<file path="src/rtl/cache_pkg.sv">
`default_nettype none
// ============================================================================
// Module      : cache_pkg
// Description : Shared types and width helpers for the direct-mapped cache
//               controller (FSM state encoding, index/tag width calculation).
// Revision    : 1.0 - initial release
// ============================================================================
package cache_pkg;

  // Controller FSM states, explicit 2-bit encoding.
  typedef enum logic [1:0] {
    ST_IDLE      = 2'd0,
    ST_EVICT     = 2'd1,
    ST_FILL_REQ  = 2'd2,
    ST_FILL_WAIT = 2'd3
  } state_t;

  // Width of the optional hit/miss statistics counters.
  localparam int STATS_W = 16;

  // Index width for a given line count (at least one bit).
  function automatic int calc_idx_w(input int lines);
    return (lines > 1) ? $clog2(lines) : 1;
  endfunction

  // Tag width: the address bits left over once the index is removed.
  function automatic int calc_tag_w(input int addr_w, input int lines);
    return addr_w - calc_idx_w(lines);
  endfunction

endpackage
`default_nettype wire

</file>
<file path="src/rtl/cache_line_store.sv">
`default_nettype none
// ============================================================================
// Module      : cache_line_store
// Description : Tag / valid / dirty / data storage for the direct-mapped
//               cache. One combinational read port, one synchronous write
//               port. Valid and dirty bits are cleared synchronously by rst;
//               tag and data contents are don't-care while a line is invalid.
// Ports       : clk, rst              - clock, synchronous active-high reset
//               rd_idx -> rd_*        - combinational lookup of one line
//               wr_en, wr_idx, wr_*   - whole-line write on rising edge
// Revision    : 1.0 - initial release
// ============================================================================
module cache_line_store
  import cache_pkg::*;
#(
  parameter  int ADDR_W = 8,
  parameter  int DATA_W = 8,
  parameter  int LINES  = 4,
  localparam int IDX_W  = calc_idx_w(LINES),
  localparam int TAG_W  = calc_tag_w(ADDR_W, LINES)
) (
  input  logic              clk,
  input  logic              rst,
  input  logic [IDX_W-1:0]  rd_idx,
  output logic              rd_valid,
  output logic              rd_dirty,
  output logic [TAG_W-1:0]  rd_tag,
  output logic [DATA_W-1:0] rd_data,
  input  logic              wr_en,
  input  logic [IDX_W-1:0]  wr_idx,
  input  logic              wr_valid,
  input  logic              wr_dirty,
  input  logic [TAG_W-1:0]  wr_tag,
  input  logic [DATA_W-1:0] wr_data
);

  logic [LINES-1:0]  w_valid;
  logic [LINES-1:0]  w_dirty;
  logic [TAG_W-1:0]  w_tag  [LINES];
  logic [DATA_W-1:0] w_data [LINES];

  for (genvar g = 0; g < LINES; g++) begin : g_line
    logic              r_valid;
    logic              r_dirty;
    logic [TAG_W-1:0]  r_tag;
    logic [DATA_W-1:0] r_data;
    logic              w_sel;

    assign w_sel = wr_en && (wr_idx == IDX_W'(g));

    always_ff @(posedge clk) begin
      if (rst) begin
        r_valid <= 1'b0;
        r_dirty <= 1'b0;
      end else if (w_sel) begin
        r_valid <= wr_valid;
        r_dirty <= wr_dirty;
      end
    end

    // Payload needs no reset: it is only observed behind a set valid bit.
    always_ff @(posedge clk) begin
      if (w_sel) begin
        r_tag  <= wr_tag;
        r_data <= wr_data;
      end
    end

    assign w_valid[g] = r_valid;
    assign w_dirty[g] = r_dirty;
    assign w_tag[g]   = r_tag;
    assign w_data[g]  = r_data;
  end

  assign rd_valid = w_valid[rd_idx];
  assign rd_dirty = w_dirty[rd_idx];
  assign rd_tag   = w_tag[rd_idx];
  assign rd_data  = w_data[rd_idx];

endmodule
`default_nettype wire

</file>
<file path="src/rtl/cache_ctrl_dm.sv">
`default_nettype none
// ============================================================================
// Module      : cache_ctrl_dm
// Description : Direct-mapped, write-back, write-allocate cache controller.
//               Single-word lines, one outstanding CPU request. Hits answer
//               the cycle after acceptance; misses evict a dirty victim and/or
//               refill through a valid/ready backing-memory handshake.
// Ports       : clk, rst                          - clock, sync active-high reset
//               req_valid/ready/we/addr/wdata     - CPU request channel
//               resp_valid/hit/rdata              - CPU response (1-cycle pulse)
//               mem_req_valid/ready/we/addr/wdata - backing memory request
//               mem_rvalid/rdata                  - backing memory refill data
//               hit_cnt, miss_cnt                 - only with CACHE_STATS_EN
// Config      : define CACHE_STATS_EN to add saturating hit/miss counters.
// Revision    : 1.0 - initial release
// ============================================================================
module cache_ctrl_dm
  import cache_pkg::*;
#(
  parameter int ADDR_W = 8,
  parameter int DATA_W = 8,
  parameter int LINES  = 4
) (
  input  logic              clk,
  input  logic              rst,
  input  logic              req_valid,
  output logic              req_ready,
  input  logic              req_we,
  input  logic [ADDR_W-1:0] req_addr,
  input  logic [DATA_W-1:0] req_wdata,
  output logic              resp_valid,
  output logic              resp_hit,
  output logic [DATA_W-1:0] resp_rdata,
  output logic              mem_req_valid,
  input  logic              mem_req_ready,
  output logic              mem_we,
  output logic [ADDR_W-1:0] mem_addr,
  output logic [DATA_W-1:0] mem_wdata,
  input  logic              mem_rvalid,
  input  logic [DATA_W-1:0] mem_rdata
`ifdef CACHE_STATS_EN
  ,
  output logic [STATS_W-1:0] hit_cnt,
  output logic [STATS_W-1:0] miss_cnt
`endif
);

  localparam int IDX_W = calc_idx_w(LINES);
  localparam int TAG_W = calc_tag_w(ADDR_W, LINES);

  state_t r_state;
  state_t w_next_state;

  // Captured request
  logic              r_we;
  logic [ADDR_W-1:0] r_addr;
  logic [DATA_W-1:0] r_wdata;

  // Registered response
  logic              r_resp_valid;
  logic              r_resp_hit;
  logic [DATA_W-1:0] r_resp_rdata;

  // Store interface
  logic [IDX_W-1:0]  w_rd_idx;
  logic              w_rd_valid;
  logic              w_rd_dirty;
  logic [TAG_W-1:0]  w_rd_tag;
  logic [DATA_W-1:0] w_rd_data;
  logic              w_wr_en;
  logic              w_wr_dirty;
  logic [TAG_W-1:0]  w_wr_tag;
  logic [DATA_W-1:0] w_wr_data;

  logic              w_accept;
  logic              w_hit;
  logic              w_resp_fire;
  logic              w_resp_hit;
  logic [DATA_W-1:0] w_resp_data;

  logic [IDX_W-1:0]  w_req_idx;
  logic [TAG_W-1:0]  w_req_tag;
  logic [IDX_W-1:0]  w_cap_idx;
  logic [TAG_W-1:0]  w_cap_tag;

  assign w_req_idx = req_addr[IDX_W-1:0];
  assign w_req_tag = req_addr[ADDR_W-1:IDX_W];
  assign w_cap_idx = r_addr[IDX_W-1:0];
  assign w_cap_tag = r_addr[ADDR_W-1:IDX_W];

  // Lookups in IDLE use the live request; every other state works on the
  // captured line, which also keeps eviction data stable during a stall.
  assign w_rd_idx = (r_state == ST_IDLE) ? w_req_idx : w_cap_idx;
  assign w_hit    = w_rd_valid && (w_rd_tag == w_req_tag);

  // A miss keeps the CPU channel closed through its own response cycle, so
  // the cycle carrying a miss response is never an accept cycle.
  assign req_ready = (r_state == ST_IDLE) && !(r_resp_valid && !r_resp_hit);
  assign w_accept  = req_valid && req_ready;

  cache_line_store #(
    .ADDR_W (ADDR_W),
    .DATA_W (DATA_W),
    .LINES  (LINES)
  ) u_store (
    .clk      (clk),
    .rst      (rst),
    .rd_idx   (w_rd_idx),
    .rd_valid (w_rd_valid),
    .rd_dirty (w_rd_dirty),
    .rd_tag   (w_rd_tag),
    .rd_data  (w_rd_data),
    .wr_en    (w_wr_en),
    .wr_idx   (w_rd_idx),
    .wr_valid (1'b1),
    .wr_dirty (w_wr_dirty),
    .wr_tag   (w_wr_tag),
    .wr_data  (w_wr_data)
  );

  always_ff @(posedge clk) begin
    if (rst) begin
      r_state      <= ST_IDLE;
      r_we         <= 1'b0;
      r_addr       <= '0;
      r_wdata      <= '0;
      r_resp_valid <= 1'b0;
      r_resp_hit   <= 1'b0;
      r_resp_rdata <= '0;
    end else begin
      r_state      <= w_next_state;
      r_resp_valid <= w_resp_fire;
      r_resp_hit   <= w_resp_fire && w_resp_hit;
      if (w_resp_fire) begin
        r_resp_rdata <= w_resp_data;
      end
      if (w_accept) begin
        r_we    <= req_we;
        r_addr  <= req_addr;
        r_wdata <= req_wdata;
      end
    end
  end

  always_comb begin
    w_next_state  = r_state;
    w_wr_en       = 1'b0;
    w_wr_dirty    = 1'b0;
    w_wr_tag      = w_cap_tag;
    w_wr_data     = r_wdata;
    w_resp_fire   = 1'b0;
    w_resp_hit    = 1'b0;
    w_resp_data   = '0;
    mem_req_valid = 1'b0;
    mem_we        = 1'b0;
    mem_addr      = '0;
    mem_wdata     = '0;

    unique case (r_state)
      ST_IDLE: begin
        if (w_accept) begin
          if (w_hit) begin
            w_resp_fire = 1'b1;
            w_resp_hit  = 1'b1;
            w_resp_data = req_we ? req_wdata : w_rd_data;
            if (req_we) begin
              w_wr_en    = 1'b1;
              w_wr_dirty = 1'b1;
              w_wr_tag   = w_req_tag;
              w_wr_data  = req_wdata;
            end
          end else if (w_rd_valid && w_rd_dirty) begin
            w_next_state = ST_EVICT;
          end else if (req_we) begin
            // Clean-victim write miss: allocate without touching memory.
            w_wr_en     = 1'b1;
            w_wr_dirty  = 1'b1;
            w_wr_tag    = w_req_tag;
            w_wr_data   = req_wdata;
            w_resp_fire = 1'b1;
            w_resp_data = req_wdata;
          end else begin
            w_next_state = ST_FILL_REQ;
          end
        end
      end

      ST_EVICT: begin
        mem_req_valid = 1'b1;
        mem_we        = 1'b1;
        mem_addr      = {w_rd_tag, w_cap_idx};
        mem_wdata     = w_rd_data;
        if (mem_req_ready) begin
          if (r_we) begin
            w_wr_en      = 1'b1;
            w_wr_dirty   = 1'b1;
            w_resp_fire  = 1'b1;
            w_resp_data  = r_wdata;
            w_next_state = ST_IDLE;
          end else begin
            w_next_state = ST_FILL_REQ;
          end
        end
      end

      ST_FILL_REQ: begin
        mem_req_valid = 1'b1;
        mem_addr      = r_addr;
        if (mem_req_ready) begin
          w_next_state = ST_FILL_WAIT;
        end
      end

      ST_FILL_WAIT: begin
        if (mem_rvalid) begin
          w_wr_en      = 1'b1;
          w_wr_data    = mem_rdata;
          w_resp_fire  = 1'b1;
          w_resp_data  = mem_rdata;
          w_next_state = ST_IDLE;
        end
      end

      default: begin
        w_next_state = ST_IDLE;
      end
    endcase
  end

  assign resp_valid = r_resp_valid;
  assign resp_hit   = r_resp_hit;
  assign resp_rdata = r_resp_rdata;

`ifdef CACHE_STATS_EN
  // Counters advance on the same edge that registers the response.
  always_ff @(posedge clk) begin
    if (rst) begin
      hit_cnt  <= '0;
      miss_cnt <= '0;
    end else if (w_resp_fire) begin
      if (w_resp_hit) begin
        if (hit_cnt != '1) begin
          hit_cnt <= hit_cnt + STATS_W'(1);
        end
      end else begin
        if (miss_cnt != '1) begin
          miss_cnt <= miss_cnt + STATS_W'(1);
        end
      end
    end
  end
`else
  // Statistics disabled: no counter state is built.
`endif

endmodule
`default_nettype wire

</file>
<file path="config.mk">
export PLATFORM = sky130hd
export DESIGN_NAME = cache_ctrl_dm
export DESIGN_NICKNAME = d
export VERILOG_FILES = /design/src/rtl/cache_pkg.sv /design/src/rtl/cache_line_store.sv /design/src/rtl/cache_ctrl_dm.sv
export SDC_FILE = /design/constraint.sdc
export NUM_CORES = 1
export LEC_CHECK = 0
export CAP_MARGIN = 10
export CORE_ASPECT_RATIO = 0.9
export CORE_MARGIN = 1.5
export CORE_UTILIZATION = 45
export CTS_BUF_LIST = sky130_fd_sc_hd__clkbuf_4
export DETAILED_ROUTE_END_ITERATION = 6
export PLACE_DENSITY = 0.75
export SKIP_LAST_GASP = 1
export SYNTH_ARGS = -nofsm -noshare
export SYNTH_HDL_FRONTEND = slang
export SYNTH_HIERARCHICAL = 1
export SYNTH_SLANG_ARGS = --single-unit
</file>
<file path="constraint.sdc">
create_clock -name clk -period 4.55 [get_ports clk]
set_input_delay 0.6825 -clock clk [delete_from_list [all_inputs] [get_ports clk]]
set_output_delay 0.6825 -clock clk [all_outputs]
set_load 0.01 [all_outputs]
</file>
; ---- Word level (Yosys, flattened, before mapping)
; Index checks and enable logic that the tools add are counted.
[op_classes]
n_bitwise = 1
muxes = 59
n_lt_le_gt_ge = 2
n_eq_ne = 13
n_reduce_logical = 16
[op_table]
columns = cell, n
row1 = 2-to-1 mux 8 bit, 16
row2 = 2-to-1 mux 6 bit, 7
row3 = one-hot mux 8 bit (2 select lines), 2
row4 = one-hot mux 8 bit (3 select lines), 1
row5 = 2-to-1 mux 2 bit, 9
row6 = binary-select mux 8 bit (select 2 bit), 1
row7 = 2-to-1 mux 1 bit, 16
row8 = binary-select mux 6 bit (select 2 bit), 1
row9 = logical AND 1 bit, 10
row10 = "!= test 2 bit, second input constant", 5
row11 = "equality test 2 bit, second input constant", 4
row12 = one-hot mux 2 bit (4 select lines), 1
row13 = equality test 6 bit, 1
row14 = one-hot mux 1 bit (3 select lines), 2
row15 = AND reduction 6 bit, 1
row16 = binary-select mux 1 bit (select 2 bit), 2
row17 = "equality test 2 x 1 -> 1 bit, second input constant", 2
row18 = zero test 2 bit, 2
row19 = ">= comparator 3 bit, second input constant", 1
row20 = "< comparator 2 x 3 -> 1 bit, second input constant", 1
row21 = "!= test 3 x 2 -> 1 bit, second input constant", 1
row22 = NOT 2 -> 3 bit, 1
row23 = zero test 1 bit, 2
row24 = one-hot mux 1 bit (2 select lines), 1
row25 = OR reduction 2 bit, 1
[totals]
inputBits = 30
regBits = 93
output_inout_bits = 29

; ---- Longest topological paths before layout
[logic_depth]
ltp_word = 12
mapped_depth = 15
depth_no_buf = 11

; ---- Hierarchy
; The synthesis kept the hierarchy.
[by_module_without_submodules]
columns = mod, cells_per_inst, area_each_um2, n_inst, seq_area_each_um2
row1 = cache_line_store, 109, 2447.3, 1, 1841.8
row2 = cache_ctrl_dm, 264, 2103.3, 1, 580.6

; ---- Worst setup path before layout
; OpenSTA, ideal clock, no wires.
[synth_path]
path_kind = flip-flop to flip-flop
startpoint = reg r_state[0]
endpoint = reg u_store.g_line[0].r_data[0], enable pin
slack_ns = -0.343
setup_ns = 0.416
arrival_time_ns = 4.477
stages_incl_launch_ff = 14
path_cell_list = dfxtp_1 inv_1 ha_1 clkbuf_1 mux2_2 buf_6 buf_12 mux4_2 xnor2_1 nand4_2 o211ai_4 nand3_4 a21oi_1 nor3b_1
[synth_via]
elab_chain_cells = 12
[synth_rtl]
columns = item, line
row1 = start: declaration, cache_ctrl_dm.sv:51  ; state_t r_state;
row2 = start signal: assignment, cache_ctrl_dm.sv:131  ; r_state <= w_next_state;
row3 = zero test 2 bit, cache_ctrl_dm.sv:93  ; assign w_rd_idx = (r_state == ST_IDLE) ? w_req_idx : w_cap_idx;
row4 = 2-to-1 mux 2 bit, cache_ctrl_dm.sv:93
row5 = named net w_rd_idx[0], cache_ctrl_dm.sv:65  ; logic [IDX_W-1:0] w_rd_idx;
row6 = NOT 2 -> 3 bit (not written as such), cache_line_store.sv:77  ; assign rd_tag = w_tag[rd_idx];
row7 = binary-select mux 6 bit (select 2 bit), cache_line_store.sv:77
row8 = 2-to-1 mux 6 bit (not written as such) (2 in series), cache_line_store.sv:77
row9 = named net w_rd_tag[3], cache_ctrl_dm.sv:68  ; logic [TAG_W-1:0] w_rd_tag;
row10 = equality test 6 bit, cache_ctrl_dm.sv:94  ; assign w_hit = w_rd_valid && (w_rd_tag == w_req_tag);
row11 = logical AND 1 bit, cache_ctrl_dm.sv:94
row12 = 2-to-1 mux 1 bit, cache_ctrl_dm.sv:162  ; if (w_hit) begin
row13 = 2-to-1 mux 1 bit, cache_ctrl_dm.sv:161  ; if (w_accept) begin
row14 = one-hot mux 1 bit (3 select lines), cache_ctrl_dm.sv:159  ; unique case (r_state)
row15 = named net w_wr_en, cache_ctrl_dm.sv:70  ; logic w_wr_en;
row16 = logical AND 1 bit, cache_line_store.sv:49  ; assign w_sel = wr_en && (wr_idx == IDX_W'(g));
row17 = named net u_store.g_line[0].w_sel, cache_line_store.sv:47  ; logic w_sel;
row18 = end signal: assignment, cache_line_store.sv:65  ; r_data <= wr_data;
row19 = end: declaration, cache_line_store.sv:46  ; logic [DATA_W-1:0] r_data;
; The timed path passes the listed nets, and every way through them passes these cells. The select of a mux whose other input is x is not followed.
; A chain may end at the register's enable or synchronous reset.

; ---- Worst setup path in the final report
[layout_path]
startpoint = reg r_state[1]
endpoint = out mem_wdata[2]
[layout_via]
elab_chain_cells = 7
[layout_rtl]
columns = item, line
row1 = zero test 2 bit, cache_ctrl_dm.sv:93
row2 = 2-to-1 mux 2 bit, cache_ctrl_dm.sv:93
row3 = named net w_rd_idx[0], cache_ctrl_dm.sv:65
row4 = NOT 2 -> 3 bit (not written as such), cache_line_store.sv:78  ; assign rd_data = w_data[rd_idx];
row5 = binary-select mux 8 bit (select 2 bit), cache_line_store.sv:78
row6 = 2-to-1 mux 8 bit (not written as such) (2 in series), cache_line_store.sv:78
row7 = named net w_rd_data[2], cache_ctrl_dm.sv:69  ; logic [DATA_W-1:0] w_rd_data;
row8 = 2-to-1 mux 8 bit, cache_ctrl_dm.sv:159
row9 = end: declaration, cache_ctrl_dm.sv:38  ; output logic [DATA_W-1:0] mem_wdata,
; The timed path passes the listed nets, and every way through them passes these cells. The select of a mux whose other input is x is not followed.

==> load_flow_metrics.sql <==
INSERT INTO impl_metrics (metric_group, metric, value, unit) VALUES
('floorplan', 'fp-row-count', '34', ''),
('outcome', 'status', 'complete, no violations', ''),
('synth', 'post_synthesis_cell_count', '373', ''),
('worst_setup_path', 'cp_num_buf_inv', '3', ''),
('clock_tree', 'cts_tree', 'done', ''),
('global_route', 'grt_pass1_vias', '3222', ''),
('route', 'detail-route-antenna-nets', '0', ''),
('synth', 'synth_ff_type', 'edfxtp_1', ''),
('global_route', 'grt_start_max_net_pins', '40', ''),
('timing', 'worst_clock_skew', '0.01571', 'ns'),
('worst_setup_path', 'crit_chain', 'inv_1, ha_1, mux2_2, buf_4, mux4_1, and2_1, clkdlybuf4s50_1', ''),
('floorplan', 'core-area', '9742', 'um2'),
('placed_design', 'dp.final_hpwl', '7767', 'um'),
('timing', 'fin_crit', '3.934', 'ns'),
('worst_setup_path', 'critical_path_class', 'flop to primary output', ''),
('synth', 'post_synth_net_total', '408', ''),
('floorplan', 'initial_core_util', '0.4671', ''),
('timing', 'final_hold_viol_count', '0', ''),
('timing', 'timing_worst_slew_pin_value', '1.095', 'ns'),
('clock_tree', 'sink_count_of_the_clock_tree', '93', ''),
('clock_tree', 'cts_root_buffer', 'clkbuf_4', ''),
('route', 'detailroute.wirelength.met2', '5086', 'um'),
('route', 'routedLengthMet1', '4753', 'um'),
('timing', 'timing_max_transition_violations_final', '0', ''),
('worst_setup_path', 'rr_startpoint', 'r_state[1]', ''),
('synth', 'synth_edf_count', '56', ''),
('worst_setup_path', 'cp-start-kind', 'flop', ''),
('timing', 'final_number_of_setup_violating_endpoints', '0', ''),
('timing', 'achievable-frequency', '254.2', 'MHz'),
('synth', 'ys_async_sr_fraction', '0', ''),
('worst_setup_path', 'cp.required', '3.87', 'ns'),
('timing', 'max_slew_margin', '0.2688', ''),
('clock_tree', 'worst_setup_hold_path_clk_slew', '0.14', 'ns'),
('route', 'detailroute.via_count', '3303', ''),
('layout', 'postLayoutCoreUtil', '0.5542', ''),
('floorplan', 'dieArea', '10730', 'um2'),
('timing', 'setup_repair_after_global_routing_missed_its_margin', 'no', ''),
('layout', 'numnets_final', '465', ''),
('timing', 'hold-worst-slack', '0.4826', 'ns'),
('synth', 'yosys.cell_types.count', '53', ''),
('global_route', 'grt_usage', '0.2156', ''),
('layout', 'n_antenna_cell', '0', ''),
('clock_tree', 'cts_post_setup_buffers_inserted', '0', ''),
('global_route', 'antenna_found_initial', '0', ''),
('layout', 'final_layout_size_suffix_gt1_frac', '0.1379', ''),
('synth', 'avgSynthCellArea', '12.20', 'um2'),
('synth', 'seq_area_frac_synth', '0.5323', ''),
('synth', 'netlist_area', '4551', 'um2'),
('route', 'drc_errors', '0', ''),
('hold_path', 'worst_hold_startpoint', 'r_addr[7]', ''),
('synth', 'postSynthRegisterBits', '93', ''),
('clock_tree', 'postCtsHoldBufs', '0', ''),
('flow_run', 'timing.max_cap.violations', '0', ''),
('global_route', 'sum_of_overflow_across_all_layers_after_global_routing', '0', ''),
('layout', 'syn2layout_area_growth', '18.64', '%'),
('route', 'initial_drt_markers', '296', ''),
('route', 'wire_length_after_detailed_routing', '10940', 'um'),
('worst_setup_path', 'crit_path_max_cell_delay', '0.63', 'ns'),
('clock_tree', 'clk-insertion-delay-late', '0.44', 'ns'),
('hold_path', 'hold_ep', 'r_addr[7]', ''),
('clock_tree', 'tritoncts.num_buffers', '9', ''),
('worst_setup_path', 'crit_path_end_kind', 'primary output', ''),
('layout', 'final_design_area_no_fill', '5399', 'um2'),
('placed_design', 'placed_cells', '545', ''),
('placed_design', 'total_cell_area_at_the_placement_stage', '5271', 'um2'),
('worst_setup_path', 'critical_path.slowest_cell', 'mux4_1', ''),
('route', 'drt_pass1_iterations', '5', ''),
('floorplan', 'die_h', '98.40', 'um'),
('timing', 'worst_slack', '0.6159', 'ns'),
('placed_design', 'portBuffers', '58', ''),
('pwr', 'report.power.total', '2.735', 'mW');
## sequential cells by signal (all words and copies together), names as in the netlist
name                    flops
u_store/g_line.r_data      32
r_state                     2
u_store/g_line.r_dirty      4
resp_valid                  1
resp_rdata                  8
r_addr                      8
u_store/g_line.r_tag       24
r_wdata                     8
u_store/g_line.r_valid      4
r_we                        1
resp_hit                    1
## cell type report
cell class	instances	area, um2	share of cell area
Tap cell	126	157.7	0.02920
Inverter	5	18.77	0.003476
Sequential cell	93	2422	0.4487
Clock buffer	9	67.56	0.01251
Multi-Input combinational cell	248	1954	0.3620
Timing Repair Buffer	73	718.2	0.1330
Clock inverter	7	60.06	0.01112
## cells by family (layout without fill, tap and decap cells)
| kind of cell | after synthesis | count (layout) | share of synthesized area |
|---|---|---|---|
| buffers and inverters | 32 | 94 | 0.03932 |
| AND/OR/NAND/NOR | 127 | 127 | 0.1556 |
| flip-flops | 93 | 93 | 0.5323 |
| adder cells (fa/ha/maj) | 5 | 5 | 0.01375 |
| other | 1 | 1 | 0.0008241 |
| multiplexers | 32 | 32 | 0.1215 |
| XOR/XNOR | 6 | 6 | 0.01155 |
| AO/OA/AOI/OAI | 77 | 77 | 0.1251 |
## tightest hold or removal path: cells and delay by family (launching register included)
| kind | cells | cell delay, ns |
|---|---|---|
| AO/OA/AOI/OAI | 1 | 0.05 |
| AND/OR/NAND/NOR | 1 | 0.05 |
| flip-flops | 1 | 0.35 |
## per-layer routing
layer	track usage	up-vias
li1	-	1527
met2	0.3216	151
met3	0.05073	13
met4	0.05972	0
met1	0.3144	1612
met5	0	-
## report_power, final
group | leakage [nW] | switching, mW | internal [mW]
clock network | 0.0711 | 0.293 | 0.120
registers | 0.820 | 0.0554 | 1.07
logic | 0.968 | 0.681 | 0.521
## cell usage in the layout, fill, tap and decap left out, types with 3 or more instances in the layout
cell	instances
clkbuf_4	9
o211ai_1	8
xnor2_1	6
a311oi_1	8
clkdlybuf4s50_1	58
buf_4	13
and2_1	10
nand2b_1	14
nor2_1	3
dfxtp_1	37
ha_1	5
a21oi_1	29
edfxtp_1	56
mux4_2	10
nand3_1	11
mux2i_1	8
inv_1	5
mux4_1	6
nor2b_1	11
mux2_2	6
a22oi_1	13
and3_1	12
nand2_1	51
a222oi_1	8
## synthesized netlist by cell type (3+ instances only)
cell type,instances,area share
edfxtp_1,56,0.37
nand2_1,51,0.042
dfxtp_1,37,0.16
a21oi_1,29,0.032
nand2b_1,14,0.019
a22oi_1,13,0.021
clkbuf_1,13,0.011
and3_1,12,0.016
nand3_1,11,0.012
nor2b_1,11,0.015
and2_1,10,0.014
mux4_2,10,0.049
a222oi_1,8,0.018
a311oi_1,8,0.015
mux2i_1,8,0.018
o211ai_1,8,0.013
buf_2,7,0.0077
mux2_2,6,0.015
mux4_1,6,0.035
xnor2_1,6,0.012
ha_1,5,0.014
inv_1,5,0.0041
buf_6,4,0.0099
nor2_1,3,0.0025
## worst max path at each step
| stage | start | to | slack (ns) | depth (start not counted) |
|---|---|---|---|---|
| 2_1_floorplan | r_state[0] | u_store/g_line[0].r_data[0] | 0.24 | 13 |
| 3_3_place_gp | req_addr[0] | u_store/g_line[1].r_data[3] | 0.48 | 11 |
| 3_5_place_dp | req_addr[0] | u_store/g_line[1].r_data[3] | 0.39 | 11 |
| 4_1_cts | r_state[1] | mem_wdata[2] | 0.56 | 7 |
| 5_1_grt | r_state[1] | u_store/g_line[1].r_tag[5] | 0.33 | 13 |
| 6_report | r_state[1] | mem_wdata[2] | 0.62 | 7 |
Power figures use the tool's default switching activity.
